==> src/rtl/vend_sequencer.sv <==
// Drink vending transaction sequencer.
// Accumulates coin credit, checks the selected item's price, hands the item
// to the dispenser over a req/ack handshake, then pays change back one coin
// at a time over a second req/ack handshake to the change hopper.
module vend_sequencer #(
    parameter int CW       = 8,
    parameter int PRICE0   = 5,
    parameter int PRICE1   = 10,
    parameter int PRICE2   = 15,
    parameter int PRICE3   = 20,
    parameter int BIG_COIN = 5,
    parameter int IDLE_TO  = 1000,
    parameter int HOLD_CYC = 5
) (
    input  logic          clk,
    input  logic          reset,
    input  logic          coin_valid,
    input  logic [2:0]    coin_val,
    input  logic          sel_valid,
    input  logic [1:0]    sel_item,
    input  logic          cancel,
    input  logic          disp_ack,
    input  logic          chg_ack,
    output logic          disp_req,
    output logic [1:0]    disp_item,
    output logic          chg_req,
    output logic [2:0]    chg_coin,
    output logic          coin_rej,
    output logic          insuf,
    output logic [CW-1:0] credit,
    output logic          done_ind,
    output logic          busy,
    output logic [2:0]    state
);

    localparam logic [2:0] S_IDLE   = 3'd0;
    localparam logic [2:0] S_CREDIT = 3'd1;
    localparam logic [2:0] S_VEND   = 3'd2;
    localparam logic [2:0] S_CHANGE = 3'd3;
    localparam logic [2:0] S_DONE   = 3'd4;

    // Counter widths sized so each counter can hold its terminal value.
    localparam int TW = $clog2(IDLE_TO + 1);
    localparam int HW = $clog2(HOLD_CYC + 1);

    logic [2:0]    state_q, state_d;
    logic [CW-1:0] credit_q, credit_d;
    logic [1:0]    disp_item_q, disp_item_d;
    logic          disp_req_q, disp_req_d;
    logic          chg_req_q, chg_req_d;
    logic [2:0]    chg_coin_q, chg_coin_d;
    logic          coin_rej_q, coin_rej_d;
    logic          insuf_q, insuf_d;
    logic [TW-1:0] timer_q, timer_d;
    logic [HW-1:0] hold_q, hold_d;

    logic [CW:0]   coin_sum;
    logic          coin_fits;
    logic [CW-1:0] sel_price;
    logic          sel_ok;
    logic          cr_quiet;
    logic          timeout;
    logic          hold_last;
    logic [2:0]    chg_due;

    function automatic logic [CW-1:0] price_of(input logic [1:0] item);
        case (item)
            2'd0:    price_of = CW'(PRICE0);
            2'd1:    price_of = CW'(PRICE1);
            2'd2:    price_of = CW'(PRICE2);
            default: price_of = CW'(PRICE3);
        endcase
    endfunction

    // Shared decode: coin overflow, price check, idle timeout, hold end, next change coin.
    always_comb begin
        coin_sum  = (CW+1)'(credit_q) + (CW+1)'(coin_val);
        coin_fits = ~coin_sum[CW];
        sel_price = price_of(sel_item);
        sel_ok    = (credit_q >= sel_price);
        // A quiet CREDIT cycle is one with no cancel, no select and no accepted coin;
        // a coin rejected for overflow does not restart the timer.
        cr_quiet  = !cancel && !sel_valid && !(coin_valid && coin_fits);
        timeout   = cr_quiet && (timer_q == TW'(IDLE_TO - 1));
        hold_last = (hold_q == HW'(HOLD_CYC - 1));
        chg_due   = (credit_q >= CW'(BIG_COIN)) ? 3'(BIG_COIN) : 3'd1;
    end

    // State register.
    always_ff @(posedge clk) begin
        if (reset) state_q <= S_IDLE;
        else       state_q <= state_d;
    end

    // Next-state logic.
    always_comb begin
        state_d = state_q;
        case (state_q)
            S_IDLE: begin
                if (coin_valid && (coin_val != 3'd0)) state_d = S_CREDIT;
            end
            S_CREDIT: begin
                if (cancel)                 state_d = S_CHANGE;
                else if (sel_valid && sel_ok) state_d = S_VEND;
                else if (timeout)           state_d = S_CHANGE;
            end
            S_VEND: begin
                if (disp_ack && disp_req_q) state_d = S_CHANGE;
            end
            S_CHANGE: begin
                if (!chg_req_q && (credit_q == '0)) state_d = S_DONE;
            end
            S_DONE: begin
                if (hold_last) state_d = S_IDLE;
            end
            default: state_d = S_IDLE;
        endcase
    end

    // Datapath next values: credit, handshake requests, pulses, timers.
    always_comb begin
        credit_d    = credit_q;
        disp_item_d = disp_item_q;
        disp_req_d  = disp_req_q;
        chg_req_d   = chg_req_q;
        chg_coin_d  = chg_coin_q;
        coin_rej_d  = 1'b0;
        insuf_d     = 1'b0;
        timer_d     = (state_q == S_CREDIT && cr_quiet) ? timer_q + TW'(1) : '0;
        hold_d      = (state_q == S_DONE) ? hold_q + HW'(1) : '0;
        case (state_q)
            S_IDLE: begin
                if (coin_valid && (coin_val != 3'd0)) credit_d = CW'(coin_val);
            end
            S_CREDIT: begin
                coin_rej_d = coin_valid && (cancel || sel_valid || !coin_fits);
                if (!cancel) begin
                    if (sel_valid) begin
                        if (sel_ok) begin
                            credit_d    = credit_q - sel_price;
                            disp_item_d = sel_item;
                            disp_req_d  = 1'b1;
                        end else begin
                            insuf_d = 1'b1;
                        end
                    end else if (coin_valid && coin_fits) begin
                        credit_d = coin_sum[CW-1:0];
                    end
                end
            end
            S_VEND: begin
                coin_rej_d = coin_valid;
                if (disp_ack && disp_req_q) disp_req_d = 1'b0;
            end
            S_CHANGE: begin
                coin_rej_d = coin_valid;
                if (chg_req_q) begin
                    // Dropping the request after each ack guarantees a low cycle between coins.
                    if (chg_ack) begin
                        credit_d  = credit_q - CW'(chg_coin_q);
                        chg_req_d = 1'b0;
                    end
                end else if (credit_q != '0) begin
                    chg_req_d  = 1'b1;
                    chg_coin_d = chg_due;
                end
            end
            S_DONE: begin
                coin_rej_d = coin_valid;
            end
            default: ;
        endcase
    end

    // Datapath registers.
    always_ff @(posedge clk) begin
        if (reset) begin
            credit_q    <= '0;
            disp_item_q <= '0;
            disp_req_q  <= 1'b0;
            chg_req_q   <= 1'b0;
            chg_coin_q  <= '0;
            coin_rej_q  <= 1'b0;
            insuf_q     <= 1'b0;
            timer_q     <= '0;
            hold_q      <= '0;
        end else begin
            credit_q    <= credit_d;
            disp_item_q <= disp_item_d;
            disp_req_q  <= disp_req_d;
            chg_req_q   <= chg_req_d;
            chg_coin_q  <= chg_coin_d;
            coin_rej_q  <= coin_rej_d;
            insuf_q     <= insuf_d;
            timer_q     <= timer_d;
            hold_q      <= hold_d;
        end
    end

    // Outputs come straight from registers.
    always_comb begin
        disp_req  = disp_req_q;
        disp_item = disp_item_q;
        chg_req   = chg_req_q;
        chg_coin  = chg_coin_q;
        coin_rej  = coin_rej_q;
        insuf     = insuf_q;
        credit    = credit_q;
        done_ind  = (state_q == S_DONE);
        busy      = (state_q != S_IDLE);
        state     = state_q;
    end

endmodule

==> config.mk <==
export PLATFORM = sky130hd
export DESIGN_NAME = vend_sequencer
export DESIGN_NICKNAME = d
export VERILOG_FILES = /design/src/rtl/vend_sequencer.sv
export SDC_FILE = /design/constraint.sdc
export NUM_CORES = 1
export LEC_CHECK = 0
export BUFFER_PORTS_ARGS = -buffer_cell sky130_fd_sc_hd__buf_2
export CAP_MARGIN = 10
export CORE_MARGIN = 2
export CORE_UTILIZATION = 57
export DETAILED_ROUTE_END_ITERATION = 8
export PLACE_DENSITY = 0.8
export SYNTH_ARGS = -nofsm -noshare
export SYNTH_HDL_FRONTEND = slang
export SYNTH_SLANG_ARGS = --single-unit
==> constraint.sdc <==
create_clock -name clk -period 2.47 [get_ports clk]
set_input_delay 0.247 -clock clk [delete_from_list [all_inputs] [get_ports clk]]
set_output_delay 0.247 -clock clk [all_outputs]
set_load 0.1 [all_outputs]
# After elaboration in Yosys (flattened, before gate mapping)

Cells that the tools add are included.
W data, S select, Z words.

Add/subtract/negate cells: 5
$lt $le $gt $ge: 2
Equality and inequality tests: 20
Mux-type cells: 28
Bitwise operators: 7
Reductions and logical operators: 33

Operator list:

| kind                    | count |
|---|---|
| $mux W8                 | 7 |
| $mux W3                 | 8 |
| $pmux W8 S3             | 1 |
| $ne A2 B2 Y1 const B    | 8 |
| $pmux W3 S5             | 1 |
| $pmux W5 S3             | 1 |
| $add A10 B1 Y10 const B | 1 |
| $eq A10 B10 Y1 const B  | 1 |
| $logic_and A1 B1 Y1     | 10 |
| $reduce_and A5 Y1       | 2 |
| $add A8 B3 Y9           | 1 |
| $reduce_bool A3 Y1      | 3 |
| $ge A8 B3 Y1 const B    | 1 |
| $ge A8 B8 Y1            | 1 |
| $logic_not A8 Y1        | 1 |
| $mux W1                 | 8 |
| $reduce_bool A8 Y1      | 1 |
| $sub A8 B3 Y8           | 1 |
| $sub A8 B8 Y8           | 1 |
| $not A1 Y1              | 7 |
| $reduce_and A7 Y1       | 1 |
| $eq A3 B2 Y1 const B    | 2 |
| $eq A3 B3 Y1 const B    | 2 |
| $logic_not A1 Y1        | 4 |
| 18 further kinds        | 21 |

Register bits after elaboration: 33
Input bits: 12
Output and inout port bits: 22
Word-level logic and storage cells: 105

# Logic depth before layout (Yosys ltp)

Depth after elaboration: 10
Mapped depth: 11
Gate-level depth less buffers: 10

# Worst setup path before layout

OpenSTA, ideal clock, no wires.

Path type: reg2reg
From: register state_q[2] (netlist: state[2])
To: register state_q[2] (netlist: state[2])
Setup time: 0.066 ns
Arrival: 3.983 ns
Setup slack: -1.578 ns
Stages on the path, launching flop included: 5
Cells stage by stage: dfxtp_1 > nor3b_1 > a21boi_1 > a21oi_1 > nor2_1

Longest elaborated chain between the ends: 3
Elaborated cells between the ends (all ways): 12
Classes of those cells: 9 x eq/ne; 1 x mux; 2 x reduce/logical

Ends and longest elaborated chain:

| element                            | RTL line | text |
|---|---|---|
| start: declaration                 | 46       | `logic [2:0] state_q, state_d;` |
| start signal: assignment           | 92       | `else state_q <= state_d;` |
| $eq A3 B3 Y1 *                     | -        |  |
| via done_ind                       | 31       | `output logic done_ind,` |
| $ne A2 B1 Y1 (no source line)      | -        |  |
| $reduce_and A5 Y1 (no source line) | -        |  |

The timed path passes the listed nets; every way through them passes the cells marked *.
A chain may end at the register's enable or synchronous reset.

# Worst setup path after layout

From: register credit_q[0] (netlist: credit[0])
To: register credit_q[5] (netlist: credit[5])

Longest elaborated chain between the ends: 5
Elaborated cells between the ends (all ways): 16
Classes of those cells: 3 x add/sub; 1 x order compare; 2 x eq/ne; 7 x mux; 1 x bitwise; 2 x reduce/logical

Ends and longest elaborated chain:

| element                                          | RTL line | text |
|---|---|---|
| start: declaration                               | 47       | `logic [CW-1:0] credit_q, credit_d;` |
| start signal: assignment                         | 188      | `credit_q <= credit_d;` |
| $add A8 B3 Y9 or $sub A8 B8 Y8 (tied branches)   | 77, 140  |  |
| $mux W8 (tied with other cells)                  | 146      | `end else if (coin_valid && coin_fits) begin` |
| $mux W8 or $logic_and A1 B1 Y1 (tied branches)   | 138, 146 |  |
| $mux W8 or $ne A3 B2 Y1 (tied branches)          | -        |  |
| $pmux W8 S3 or $reduce_and A7 Y1 (tied branches) | -        |  |

Parallel ways exist; a longest one is shown, timed or not. The select of a mux whose other input is x is not followed.

==> run summary <==
The hold-fix buffer count after cts came out at 0. The worst clock skew came out at approximately 0.013 ns. The total CTS buffers came out at 5. The worst path uses approximately 97% of the clock period. The maximum number of pins on one net before global-route repair is 24. The synthesized-area fraction occupied by adder cells came out at a little over a tenth. In this run the number of H-tree levels came out at 2. The compound-gate portion of the synthesized area is ~22%. The worst setup path is launched from a flop. The number of enable-type register cells in the synthesized netlist is 0. The total core area came out at about 3700 um2. The achievable frequency is 416.8 MHz.

The clock transition at the register clock pins on the worst setup and hold paths after CTS came out at around 0.080 ns. The initialized floorplan defines 22 standard-cell rows. At the end of the flow, the number of nets in the layout was between 300 and 400. The largest fanout on the critical path is 8. The tree is rooted in a sky130_fd_sc_hd__clkbuf_8.

The die outline height came out at around 67 um. The fraction of synthesized cell area in xor and xnor cells is 6.250%. The power density over the cells came out at approximately 770 nW/um2. The share of flip-flops with an asynchronous set or reset after synthesis is 0%. The DRC violation total after the first TritonRoute iteration is around 240. Global routing used roughly 29% of the available tracks across all layers.

The type of the worst min-delay path is in2reg. The routed wire length per instance is about 16 um. The synthesized netlist occupies a cell area of between 2000 and 2500 um2. The final critical path time including I/O delays and setup came out at approximately 2.4 ns. In this run the critical register-to-register path is launched from credit[0]. The average vias per placed instance came out at roughly 6.1. Ranked by total cell area, the synthesized netlist is headed by sky130_fd_sc_hd__dfxtp_1, sky130_fd_sc_hd__ha_1, sky130_fd_sc_hd__nor2_1. The required arrival time at the worst endpoint is 2.63 ns. The placed cell area is ~2500 um2.

For this design the static power due to leakage is 1.121 nW. The number of vias in the routed layout came out at 2,215. The critical path starts at credit[0]. The combinational family with the most area after synthesis is simple AND/OR/NAND/NOR gates. The worst setup path is captured at a flop. The most used flip-flop cell after synthesis is sky130_fd_sc_hd__dfxtp_1. The Yosys step of the flow raised 0 warnings. The critical path in this run is classified as reg2reg.

The run finished with clean final reports. After detailed routing, the number of remaining DRC violations is 0. The post-route standard cell area excluding fillers came out at 2689 um2. The starting utilization of the core area came out at a little over 60%. The final hold violation count was 0. The count of different cell masters after synthesis came out at roughly 60. The post-place setup slack is -0.06981 ns. Yosys instantiated no cell more often than sky130_fd_sc_hd__dfxtp_1. Among cell families on the critical path, the largest total delay comes from compound AO/OA/AOI/OAI gates. The largest stage delay on the critical path came out at 0.37 ns. The total of flip-flops plus latches after synthesis came out at 32.

The number of buffers inserted by port buffering is 32. The proportion of netlist area held by the largest area contributor came out at around 29%. The number of buffer and inverter stages on the critical path came out at 2. The final max-slew violation count came to 0.

The number of failing setup endpoints in the final timing report is 0. No sink is reached through more buffers than the 2 on the longest clock path. The post-route netlist has between 20 and 30% of its cells at a drive strength greater than 1.

The largest total area in the synthesized netlist belongs to sky130_fd_sc_hd__dfxtp_1. The critical path goes through inv_1 -> ha_1 -> fa_2 -> nor2b_2 -> o31a_1 -> nor4_2 -> a211oi_2 -> buf_4 -> a21boi_2 -> o32ai_2. The count of pins on the block boundary came out at 34. Ranked by instance count, the synthesized netlist is headed by sky130_fd_sc_hd__dfxtp_1, sky130_fd_sc_hd__nor2_1, sky130_fd_sc_hd__inv_1. The source-to-sink clock delay at the later pin of the worst-skew pair came out at about 0.29 ns.

The largest individual stage delay along the critical path comes from the cell sky130_fd_sc_hd__dfxtp_4. The max-cap check violation count came out at 0. The die extent in x came out at about 67 um. The CTS sink count is 32. The area fraction in and, or, nand and nor cells after synthesis came out at 24.39%. After filler insertion, the fill cell instance count of the layout stands at roughly 290. The first global-routing pass estimated a little under 10,000 um of wire. The count of TritonRoute iterations in the first routing pass is 5.

Detailed placement finished with a half-perimeter wire length of roughly 4200 um. The number of global-route vias before repair came out at approximately 2,100. The average cell area after synthesis came out at about 8.4 um2. The final wirelength is 5844 um. The synthesized netlist net count came out at ~300.

The share of cell area taken by muxes after synthesis came out at 2.232%. The maximum vdd ir drop came out at between 0.0005 and 0.0006 V. The post-synthesis sequential area ratio is between 20% and 30%. The count of antenna diodes in the layout came out at 0. The total overflow reported by the global router is 0. The startpoint of the tightest hold check path is chg_ack. Once detail routing completed, the nets flagged for antenna violations numbered 0. TritonCTS built the clock tree. The number of antenna violations at the first check in global routing came out at 0. The synthesis-to-finish area growth is 19.92%. The die footprint is ~4500 um2. The synthesized netlist cell count came out at 268. The global placement routability congestion came out at 0.9705. The worst setup margin is 0.07077 ns.

The data arrival time of the worst path came out at 2.56 ns.
## report_power, final
group          switching [mW]  leakage (nW)  internal (mW)
Clock                   0.208        0.0534          0.259
Sequential             0.0569         0.263          0.554
Combinational           0.657         0.805          0.333
Total                   0.922          1.12           1.15
## final cells by class
cell class | instances | area (um2) | area share [%]
Sequential cell | 32 | 656.9 | 24.43
Multi-Input combinational cell | 207 | 1525 | 56.72
Timing Repair Buffer | 47 | 272.8 | 10.14
Tap cell | 48 | 60.06 | 2.234
Clock buffer | 7 | 97.59 | 3.630
Inverter | 19 | 71.32 | 2.652
Clock inverter | 1 | 5.005 | 0.1861
## what timing repair did
| item | in CTS | in global routing |
|---|---|---|
| setup endpoints to repair | 3 | 12 |
| resized for setup | 2 | 10 |
| setup buffers | 0 | 4 |
| pin swaps | 0 | 5 |
| gates cloned | 0 | 0 |
## worst register-to-register path, stage by stage, from the launching register on
cell	delay, ns
sky130_fd_sc_hd__dfxtp_4	0.37
sky130_fd_sc_hd__inv_1	0.06
sky130_fd_sc_hd__ha_1	0.21
sky130_fd_sc_hd__fa_2	0.37
sky130_fd_sc_hd__nor2b_2	0.13
sky130_fd_sc_hd__o31a_1	0.30
sky130_fd_sc_hd__nor4_2	0.10
sky130_fd_sc_hd__a211oi_2	0.26
sky130_fd_sc_hd__buf_4	0.20
sky130_fd_sc_hd__a21boi_2	0.18
sky130_fd_sc_hd__o32ai_2	0.09
## layer usage
metal | track usage, % | share of wire [%] | wire length (um)
met5 | 0 | 0 | 0
met4 | 9.694 | 2.4 | 142
met3 | 7.601 | 8.7 | 507
met2 | 44.63 | 44 | 2585
met1 | 39.00 | 45 | 2609
## path summary, 6_finish.rpt
kind         slack, ns         to  cells after the start
max               0.07  credit[5]                     10
max reg2reg       0.07  credit[5]                     10
min               0.18    chg_req                      2
min reg2reg       0.45  hold_q[0]                      1
## registers in the layout, summed over array words and instances, names as in the netlist
register,flops
chg_coin,2
chg_req,1
coin_rej,1
credit,8
disp_item,2
disp_req,1
hold_q,3
insuf,1
state,3
timer_q,10
## stage by stage
| step | setup TNS [ns] | hold WS, ns | cells | utilization [%] | power [mW] |
|---|---|---|---|---|---|
| 6_report | 0 | 0.1764 | 361 | 72.36 | 2.068 |
| 5_1_grt | -0.02661 | 0.1710 | 361 | 72.36 | 2.169 |
| 4_1_cts | 0 | 0.1687 | 357 | 70.40 | 2.009 |
| 3_5_place_dp | -0.2874 | 0.4453 | 349 | 67.47 | 1.536 |
| 3_3_place_gp | 0 | 0.4297 | 349 | 67.47 | 1.522 |
| 2_1_floorplan | -0.006248 | 0.3632 | 268 | - | 1.354 |
## cells in the final DEF (no fill, tap or decap), types with 5 or more instances in the layout
cell type and count:
sky130_fd_sc_hd__a21oi_1 13, sky130_fd_sc_hd__and3_1 6, sky130_fd_sc_hd__buf_2 32, sky130_fd_sc_hd__buf_4 15
sky130_fd_sc_hd__clkbuf_8 5, sky130_fd_sc_hd__dfxtp_1 25, sky130_fd_sc_hd__ha_1 15, sky130_fd_sc_hd__inv_1 19
sky130_fd_sc_hd__mux2i_1 5, sky130_fd_sc_hd__nand2_1 12, sky130_fd_sc_hd__nand2b_1 7, sky130_fd_sc_hd__nand3_1 14
sky130_fd_sc_hd__nor2_1 29, sky130_fd_sc_hd__nor3_1 9, sky130_fd_sc_hd__o21ai_0 10, sky130_fd_sc_hd__o31ai_1 6
sky130_fd_sc_hd__xnor2_1 11, sky130_fd_sc_hd__xor2_1 5
## kinds of logic (layout without fill, tap and decap cells)
family                     after synthesis  in the layout
buffers and inverters                   29             74
muxes                                    5              5
and+or+nand+nor                        101            101
other                                    1              1
adders and majority gates               18             18
DFF                                     32             32
xor gates and xnor gates                16             16
AOI/OAI and AO/OA                       66             66
(Power assumes the default switching activity.)
